`src/rtl/sl_pkg.sv`:
```
// Shared definitions for the serial-line transmitter and receiver:
// state encoding, config/status field layout and rate helper.
package sl_pkg;

    typedef enum logic [3:0] {
        IDLE,
        BIT_PRE,
        BIT_LOW,
        BIT_POST,
        PAR_GAP,
        PARITY,
        PAR_POST,
        STOP,
        STOP_POST
    } slState_t;

    localparam int CFG_PINV_BIT = 0;
    localparam int CFG_LEN_LSB  = 1;
    localparam int CFG_LEN_W    = 6;
    localparam int CFG_SEL_LSB  = 7;
    localparam int CFG_SEL_W    = 2;
    localparam int CFG_USED_W   = 9;

    localparam int ST_BUSY    = 0;
    localparam int ST_FULL    = 1;
    localparam int ST_OVERRUN = 2;
    localparam int ST_CFGERR  = 3;

    localparam int LEN_MIN = 8;
    localparam int LEN_MAX = 32;

    // Wide enough to hold 2H at the slowest rate (64).
    localparam int TIMER_W = 7;

    function automatic logic [TIMER_W-1:0] half_period(input logic [CFG_SEL_W-1:0] sel);
        return 7'd4 << sel;
    endfunction

endpackage

```
`src/rtl/sl_tx_timer.sv`:
```
// Loadable down-counter timing each transmitter state; expire is high
// during the last cycle of a loaded interval.
module sl_tx_timer
    import sl_pkg::*;
(
    input  logic               clk,
    input  logic               rst_n,
    input  logic               load,
    input  logic [TIMER_W-1:0] loadVal,
    output logic               expire
);

    logic [TIMER_W-1:0] count;
    logic               running;

    always_ff @(posedge clk or negedge rst_n) begin
        if (!rst_n) begin
            count   <= '0;
            running <= 1'b0;
        end else if (load) begin
            count   <= loadVal - 1'b1;
            running <= 1'b1;
        end else if (running) begin
            if (count == '0) begin
                running <= 1'b0;
            end else begin
                count <= count - 1'b1;
            end
        end
    end

    assign expire = running && (count == '0);

endmodule

```
`src/rtl/sl_transmitter.sv`:
```
// Serial-line frame transmitter: sends a 32-bit word LSB-first on the
// two-wire SL interface with parity and stop slots, one-word holding buffer.
module sl_transmitter
    import sl_pkg::*;
#(
    parameter logic [15:0] CONFIG_RST = 16'h0010
) (
    input  logic        clk,
    input  logic        rst_n,
    input  logic [15:0] wr_config_w,
    input  logic        wr_config_enable,
    output logic [15:0] r_config_w,
    input  logic [31:0] wr_data_w,
    input  logic        wr_data_enable,
    output logic        serial_line_zeroes_a,
    output logic        serial_line_ones_a,
    output logic [15:0] status_w,
    output logic        tx_done
);

    slState_t           state, nextState;
    logic [15:0]        cfgReg, effCfg;
    logic               overrun, cfgErr;
    logic               bufFull, bufWrite;
    logic [31:0]        bufData, shiftReg, startWord;
    logic               onesPar;
    logic [5:0]         bitsLeft;
    logic [1:0]         shSel;
    logic               shPinv;
    logic               lineZ, lineO, nextZ, nextO;
    logic               expire, timerLoad;
    logic [TIMER_W-1:0] halfP, timerVal;
    logic [5:0]         wrLen;
    logic               cfgValid, cfgAccept;
    logic               lastCycle, startIdle, startFrame, overrunEvt;
    logic               unusedReserved;

    function automatic logic maskedParity(input logic [31:0] d, input logic [5:0] len);
        logic p;
        p = 1'b0;
        for (int i = 0; i < 32; i++) begin
            if (i < int'(len)) p ^= d[i];
        end
        return p;
    endfunction

    assign unusedReserved = &{1'b0, wr_config_w[15:CFG_USED_W]};

    assign wrLen     = wr_config_w[CFG_LEN_LSB +: CFG_LEN_W];
    assign cfgValid  = !wrLen[0] && (wrLen >= 6'(LEN_MIN)) && (wrLen <= 6'(LEN_MAX));
    assign cfgAccept = wr_config_enable && cfgValid;
    // A write accepted this cycle already governs a frame starting this cycle.
    assign effCfg    = cfgAccept ? {7'b0, wr_config_w[CFG_USED_W-1:0]} : cfgReg;

    assign lastCycle  = (state == STOP_POST) && expire;
    assign startIdle  = (state == IDLE) && wr_data_enable;
    assign startFrame = startIdle || (lastCycle && (bufFull || wr_data_enable));
    assign startWord  = (lastCycle && bufFull) ? bufData : wr_data_w;
    // At the final cycle a full buffer is drained, so a concurrent write refills it.
    assign bufWrite   = wr_data_enable && (state != IDLE) && (lastCycle ? bufFull : !bufFull);
    assign overrunEvt = wr_data_enable && (state != IDLE) && bufFull && !lastCycle;

    always_comb begin
        nextState = state;
        case (state)
            IDLE:      if (wr_data_enable) nextState = BIT_PRE;
            BIT_PRE:   if (expire) nextState = BIT_LOW;
            BIT_LOW:   if (expire) nextState = BIT_POST;
            BIT_POST:  if (expire) nextState = (bitsLeft > 6'd1) ? BIT_PRE : PAR_GAP;
            PAR_GAP:   if (expire) nextState = PARITY;
            PARITY:    if (expire) nextState = PAR_POST;
            PAR_POST:  if (expire) nextState = STOP;
            STOP:      if (expire) nextState = STOP_POST;
            STOP_POST: if (expire) nextState = (bufFull || wr_data_enable) ? BIT_PRE : IDLE;
            default:   nextState = IDLE;
        endcase
    end

    always_comb begin
        halfP     = half_period(startFrame ? effCfg[CFG_SEL_LSB +: CFG_SEL_W] : shSel);
        timerLoad = (nextState != state) && (nextState != IDLE);
        timerVal  = halfP;
        if (nextState inside {BIT_LOW, PARITY, PAR_POST, STOP}) timerVal = halfP << 1;
    end

    // Lines are registered from the next state so they track the state with no lag.
    // LEN is always even, so the zero-count parity equals the one-count parity.
    always_comb begin
        nextZ = 1'b1;
        nextO = 1'b1;
        case (nextState)
            BIT_LOW: begin
                nextZ = shiftReg[0];
                nextO = ~shiftReg[0];
            end
            PARITY: begin
                nextZ = ~onesPar ^ shPinv;
                nextO = onesPar ^ shPinv;
            end
            STOP: begin
                nextZ = 1'b0;
                nextO = 1'b0;
            end
            default: ;
        endcase
    end

    sl_tx_timer uTimer (
        .clk     (clk),
        .rst_n   (rst_n),
        .load    (timerLoad),
        .loadVal (timerVal),
        .expire  (expire)
    );

    always_ff @(posedge clk or negedge rst_n) begin
        if (!rst_n) begin
            state    <= IDLE;
            cfgReg   <= CONFIG_RST;
            overrun  <= 1'b0;
            cfgErr   <= 1'b0;
            bufFull  <= 1'b0;
            bitsLeft <= '0;
            shSel    <= '0;
            shPinv   <= 1'b0;
            lineZ    <= 1'b1;
            lineO    <= 1'b1;
        end else begin
            state <= nextState;
            lineZ <= nextZ;
            lineO <= nextO;
            if (cfgAccept) cfgReg <= effCfg;
            if (wr_config_enable) cfgErr <= !cfgValid;
            if (overrunEvt) begin
                overrun <= 1'b1;
            end else if (cfgAccept) begin
                overrun <= 1'b0;
            end
            if (bufWrite) begin
                bufFull <= 1'b1;
            end else if (lastCycle) begin
                bufFull <= 1'b0;
            end
            if (startFrame) begin
                bitsLeft <= effCfg[CFG_LEN_LSB +: CFG_LEN_W];
                shSel    <= effCfg[CFG_SEL_LSB +: CFG_SEL_W];
                shPinv   <= effCfg[CFG_PINV_BIT];
            end else if ((state == BIT_POST) && expire) begin
                bitsLeft <= bitsLeft - 1'b1;
            end
        end
    end

    always_ff @(posedge clk) begin
        if (bufWrite) bufData <= wr_data_w;
        if (startFrame) begin
            shiftReg <= startWord;
            onesPar  <= maskedParity(startWord, effCfg[CFG_LEN_LSB +: CFG_LEN_W]);
        end else if ((state == BIT_POST) && expire) begin
            shiftReg <= shiftReg >> 1;
        end
    end

    assign serial_line_zeroes_a = lineZ;
    assign serial_line_ones_a   = lineO;
    assign r_config_w           = cfgReg;
    assign tx_done              = lastCycle;
    always_comb begin
        status_w             = '0;
        status_w[ST_BUSY]    = (state != IDLE);
        status_w[ST_FULL]    = bufFull;
        status_w[ST_OVERRUN] = overrun;
        status_w[ST_CFGERR]  = cfgErr;
    end

endmodule

```
`config.mk`:
```
export PLATFORM = sky130hd
export DESIGN_NAME = sl_transmitter
export DESIGN_NICKNAME = d
export VERILOG_FILES = /design/src/rtl/sl_pkg.sv /design/src/rtl/sl_tx_timer.sv /design/src/rtl/sl_transmitter.sv
export SDC_FILE = /design/constraint.sdc
export NUM_CORES = 1
export LEC_CHECK = 0
export BUFFER_PORTS_ARGS = -buffer_cell sky130_fd_sc_hd__buf_2
export CORE_ASPECT_RATIO = 0.6
export CORE_MARGIN = 3
export CORE_UTILIZATION = 58
export CTS_BUF_LIST = sky130_fd_sc_hd__clkbuf_16
export CTS_CLUSTER_SIZE = 25
export DETAILED_ROUTE_END_ITERATION = 7
export GPL_TIMING_DRIVEN = 1
export PLACE_DENSITY = 0.81
export SLEW_MARGIN = 20
export SYNTH_ARGS = -nofsm -noshare
export SYNTH_HDL_FRONTEND = slang
export SYNTH_HIERARCHICAL = 1
export SYNTH_SLANG_ARGS = --single-unit
export TNS_END_PERCENT = 30
```
`constraint.sdc`:
```
create_clock -name clk -period 6.1 [get_ports clk]
set_input_delay 0 -clock clk [delete_from_list [all_inputs] [get_ports clk]]
set_output_delay 0 -clock clk [all_outputs]
set_load 0.005 [all_outputs]
```
== After elaboration in Yosys (flattened, before gate mapping) ==
Index checks and enable logic that the tools add are counted.
Operators by class
  $add $sub $neg: 3
  $lt $le $gt $ge: 35
  eq/ne operators: 14
  shift-type cells: 1
  mux-type cells: 96
  bitwise operators: 35
  reduce and logical (&&, ||, !) cells: 30
Operators with widths (count)
  5-bit by 6-bit less-than comparator with 1-bit output (first input constant): 16
  32-bit 2-to-1 mux: 3
  1-bit 2-to-1 mux: 72
  4-bit by 6-bit less-than comparator with 1-bit output (first input constant): 8
  4-bit 2-to-1 mux: 9
  4-bit case mux with 9 select lines: 1
  1-bit bitwise XOR: 33
  4-bit by 3-bit equality test with 1-bit output (second input constant): 7
  7-bit 2-to-1 mux: 4
  3-bit by 6-bit less-than comparator with 1-bit output (first input constant): 4
  1-bit logical AND: 14
  7-bit by 1-bit subtractor with 7-bit output (second input constant): 2
  4-bit by 2-bit equality test with 1-bit output (second input constant): 3
  1-bit by 6-bit less-than comparator with 1-bit output (first input constant): 2
  2-bit by 6-bit less-than comparator with 1-bit output (first input constant): 2
  6-bit 2-to-1 mux: 2
  4-bit nonzero test: 3
  9-bit 2-to-1 mux: 1
  2-bit nonzero test: 4
  7-bit logical NOT: 1
  3-bit by 2-bit << shifter with 7-bit output (first input constant): 1
  6-bit by 4-bit greater-or-equal comparator with 1-bit output (second input constant): 1
  6-bit by 1-bit > comparator with 1-bit output (second input constant): 1
  6-bit less-or-equal comparator (second input constant): 1
  other kinds (13): 19
Word-level totals
  register bits: 100
  bits of input ports: 52
  output and inout bits: 35
  logic and storage cells: 229

== Logic depth before layout (Yosys ltp) ==
  depth in word-level cells: 100
  depth in mapped cells: 19
  depth with buffers taken out: 16

== By module ==
The synthesis kept the hierarchy.
By module, submodules not included
  sl_transmitter: times used 1, cells each 493, area an instance 5172.5 sq um, sequential area each 2631.3 sq um
  sl_tx_timer: times used 1, cells each 60, area an instance 569.3 sq um, sequential area each 200.2 sq um

== Worst setup path before layout ==
Ideal clock, no wire load.
  path kind: register to register
  from: register uTimer.count[4]
  to: register onesPar, data pin
  data arrival time: 4.066 ns
  required time: 5.832 ns
  path slack: 1.766 ns
  cell stages (with the launch flop): 16
  path buffers: 4
  clock period less this slack: 4.334 ns
  path through: dfrtp_1 or4_4 nor2_1 clkbuf_1 nand3_1 inv_1 ha_1 buf_6 clkbuf_1 buf_1 mux2_2 a22oi_1 mux2i_1 nor2_1 xnor2_1 xnor3_1
On the way
  longest elaborated chain between the ends: 99
Ends and longest elaborated chain
  from (decl): line sl_tx_timer.sv:13  | logic [TIMER_W-1:0] count;
  from (signal assigned): line sl_tx_timer.sv:21  | count <= loadVal - 1'b1;
  from (signal assigned): line sl_tx_timer.sv:27  | count <= count - 1'b1;
  7-bit logical NOT *: line sl_tx_timer.sv:32  | assign expire = running && (count == '0);
  1-bit logical AND *: line sl_tx_timer.sv:32
  net expire: line sl_transmitter.sv:31  | logic expire, timerLoad;
  1-bit logical AND *: line sl_transmitter.sv:55  | assign lastCycle = (state == STOP_POST) && expire;
  net tx_done: line sl_transmitter.sv:18  | output logic tx_done
  1-bit logical AND *: line sl_transmitter.sv:58  | assign startWord = (lastCycle && bufFull) ? bufData : wr_data_w;
  32-bit 2-to-1 mux *: line sl_transmitter.sv:58
  1-bit 2-to-1 mux: line sl_transmitter.sv:42  | if (i < int'(len)) p ^= d[i];
  [85 not listed]
  1-bit bitwise XOR: line sl_transmitter.sv:42
  1-bit 2-to-1 mux: line sl_transmitter.sv:42
  1-bit 2-to-1 mux: line sl_transmitter.sv:156  | if (startFrame) begin
  1-bit bitwise XOR: line sl_transmitter.sv:42
  1-bit 2-to-1 mux: line sl_transmitter.sv:42
  1-bit 2-to-1 mux: line sl_transmitter.sv:156
  1-bit bitwise XOR: line sl_transmitter.sv:42
  1-bit 2-to-1 mux *: line sl_transmitter.sv:42
  to (signal assigned): line sl_transmitter.sv:158  | onesPar <= maskedParity(startWord, effCfg[CFG_LEN_LSB +: CFG_LEN_W]);
  to (decl): line sl_transmitter.sv:26  | logic onesPar;
The timed path passes the listed nets; every way through them passes the cells marked *. The select of a mux whose other input is x is not followed.
A chain may end at the register's enable or synchronous reset.

== Worst setup path in the final report ==
  from: register uTimer.count[4]
  to: register uTimer.count[4]
On the way
  elaborated cells on any way between the ends: 33
  classes of those cells: 2 x add/sub; 6 x eq/ne; 1 x shift; 14 x mux; 10 x reduce/logical
RTL lines
  7-bit logical NOT *: line sl_tx_timer.sv:32
  1-bit logical AND *: line sl_tx_timer.sv:32
  net expire: line sl_transmitter.sv:31
  4-bit 2-to-1 mux, or another cell as far along: line sl_transmitter.sv:74  | STOP_POST: if (expire) nextState = (bufFull || wr_data_enable) ? BIT_PRE : IDLE;
  4-bit case mux with 9 select lines *: line sl_transmitter.sv:65  | case (state)
  net nextState[0]: line sl_transmitter.sv:21  | slState_t state, nextState;
  4-bit inequality test / 4-bit nonzero test (equally long branches): line sl_transmitter.sv:81  | timerLoad = (nextState != state) && (nextState != IDLE);
  1-bit logical AND *: line sl_transmitter.sv:81
  net timerLoad: line sl_transmitter.sv:31
  2-bit inequality test (no line) / 2-bit nonzero test (equally long branches)
  2-bit AND reduction (no line)
Marks and branches as above.

==> metrics.md <==
| Metric | Value |
|---|---|
| Final GP Congestion | `between 0.9 and 1` |
| Total GRT Usage | `about a quarter` |
| First-pass GRT wire length | `23000 um` |
| Pwr Density | `~360 nW/um2` |
| Total negative slack | `0 ns` |
| Worst relative slew slack | `slightly below 30%` |
| Nets | `700` |
| Row Count | `27` |
| Final Hold Viols | `0` |
| Worst flop-to-flop path startpoint | `uTimer/count[4]` |
| Worst-Margin Slew | `1.04 ns` |
| CP Cell Sequence | `or4_4, nor2_1, nand3_1, inv_1, a22oi_2, buf_4, o41ai_1, mux2i_1, o22a_1, mux2i_1, ha_1, nor4bb_1, a211oi_1, a41oi_1, o211ai_1` |
| Most frequent cells in the layout | `76 x nand2_1, 65 x edfxtp_1, 60 x buf_2` |
| GRT overflow | `0` |
| Post-CTS setup buffers | `0` |
| Critical path startpoint | `uTimer/count[4]` |
| Leading cell type in the layout, fill and taps excluded | `nand2_1` |
| CTS tree | `built` |
| LEAKAGE | `around 2.7 nW` |
| Post_cts resized | `0` |
| Largest net degree at the start of global routing | `71` |
| Drt pass-1 iters | `6` |
| Fraction of layout cells with a size suffix above 1 | `about 18%` |
| Area of the mapped netlist | `5740 um2` |
| Num Clock Sinks | `100` |
| Mapped Avg Cell Area | `approximately 10 um2` |
| DRC Markers | `0` |
| Chip Width | `roughly 130 um` |
| Kind of critical path | `reg2reg` |
| Worst setup EP type | `register` |
| FF+latch count, synth | `100` |
| Vias/cell | `approximately 6.0` |
| Crit path max-delay family | `simple AND/OR/NAND/NOR gates` |
| Initial antenna violation count | `0` |
| Ant diodes | `0` |
| Sequential area share after synthesis | `between 40% and 50%` |
| CP Data Required Time | `6.32 ns` |
| Max cap viols | `0` |
| ANT nets after route | `0` |
| Critical path's largest stage delay | `0.57 ns` |
| Hold path startpoint | `wr_config_w[5]` |
| Max Slew Vio Count | `0` |
| Crit path top cell by count | `mux2i_1` |
| Largest fanout on the critical path | `70` |
| Min Hold Slack | `about 0.029 ns` |
| Vias after detailed routing | `approximately 4600` |
| Post-Syn Instances | `between 500 and 600` |
| Netlist cell types | `73` |
| Clk Latency, worst-skew pair | `between 0.3 and 0.4 ns` |
| Clk pin slew, worst setup/hold paths | `roughly 0.070 ns` |
| Power, Total | `between 2 and 2.5 mW` |
| Outcome | `finished clean` |
| Util after Layout | `between 70% and 80%` |
| Critical path arrival | `approximately 5.1 ns` |
| Die H | `between 80 and 90 um` |
| Final min period | `4.92 ns` |
| VDD IR max | `about 0.2 mV` |
| Dominant synthesized flop cell | `edfxtp_1` |
| Hold Crit Class | `in2reg` |
| Post-DP HPWL | `9770 um` |
| Root Buffer | `clkbuf_16` |
| Port buffer count | `60` |
| Final Skew | `between 0.009 and 0.01 ns` |
| RSZ-0062 raised after global routing | `no` |
| # H-tree levels | `3` |
| Max Root-Sink Buffers | `2` |
| Final worst-path cycle share | `between 80 and 90%` |
| Starting DRT DRC Count | `approximately 400` |
| Total CTS buffers | `9` |
| Critical Path Start Type | `register` |
| Wire length per cell | `about 18 um` |
| Critical Path Slowest Stage Cell | `or4_4` |
| WP buf/inv | `2` |
| I/O pins | `just under 90` |
| Ys Warns | `6` |
| Final Setup Violations | `0` |
| Starting Density | `about three fifths` |
| Die area | `11200 um2` |
| Core box area | `between 9000 and 10000 um2` |
| FMAX | `0.203 GHz` |
| Final WL | `~14000 um` |
| Vias in the first global route | `~4600` |
| Area grow syn2layout | `17.3%` |
| Async set-or-reset flop fraction in the synthesized netlist | `a little over a third` |
| EDFF count, synth | `65` |
## timing repair
item	4_1_cts	5_1_grt
setup endpoints to repair	0	0
hold endpoints to repair	69	0
hold buffers	38	0
## cell families (layout without fill, tap and decap cells)
kind of cell             count (synthesis)  after routing  share of synthesized area [%]
AND/OR/NAND/NOR                        184            184                           15.6
multiplexers                            50             50                           8.98
XOR/XNOR                                26             26                           4.45
buffers and inverters                   65            138                           6.12
adder cells (fa/ha/maj)                  4              4                          0.872
other                                    1             24                         0.0653
AO/OA/AOI/OAI                          123            123                           14.6
flip-flops                             100            100                           49.3
## synthesized netlist by cell type (all sizes together), types with 7 or more instances
library cell  number  area, um2
xor2              10       87.6
dfrtp             32        801
nand3              8       40.0
nand2b            10       62.6
mux2               9        101
xnor2             14        123
a21oi             15       78.8
nor2              36        135
a31oi              7       43.8
inv               17       63.8
o21ai             50        250
buf               30        220
clkbuf            18       67.6
nor3              11       55.1
nand2             76        285
edfxtp            65       1950
mux2i             41        414
## worst paths after layout
path | endpoint | slack [ns] | cells after the start
setup / recovery | uTimer/count[4] | 1.18 | 15
hold / removal | r_config_w[5] | 0.03 | 2
setup reg to reg | uTimer/count[4] | 1.18 | 15
hold reg to reg | serial_line_ones_a | 0.48 | 1
max in group asynchronous | cfgErr | 5.31 | 2
min in group asynchronous | uTimer/count[1] | 0.28 | 2
## power by group
part / switching, mW / internal, mW / leakage [nW] / total (mW)
combinational: 0.514 / 0.357 / 1.55 / 0.871
sequential: 0.0931 / 0.861 / 1.01 / 0.954
clock: 0.253 / 0.317 / 0.152 / 0.570
total: 0.860 / 1.54 / 2.71 / 2.40
## cell type report
cell class	instances	area (um2)
multi-input combinational	411	2660
inverter	17	63.8
clock buffer	9	225
tap	130	163
fill	684	2650
sequential	100	2830
timing repair buffer	105	733
clock inverter	7	66.3
## sequential cells by signal, indices dropped and copies added, names as in the netlist, 2 cells and up
signal and flops:
state 4, shSel 2, r_config_w 9, uTimer/count 7, bitsLeft 6, shiftReg 32
bufData 32
## metrics by stage
| stage | instance area [um2] | std cells | setup slack [ns] |
|---|---|---|---|
| floorplan | 5830 | 576 | 1.77 |
| global placement | 6070 | 725 | 1.58 |
| detailed placement | 6070 | 725 | 1.25 |
| CTS | 6740 | 779 | 1.22 |
| global route | 6740 | 779 | 0.674 |
| finish | 6740 | 779 | 1.18 |
## per-layer routing
layer,wire (um),GRT usage [%],vias up
met5,0,0,-
met2,6500,40.6,204
met3,1020,5.33,23
met4,182,5.73,0
li1,-,-,2162
met1,6400,37.3,2249
Note: power is estimated with default switching activity, not from simulation.
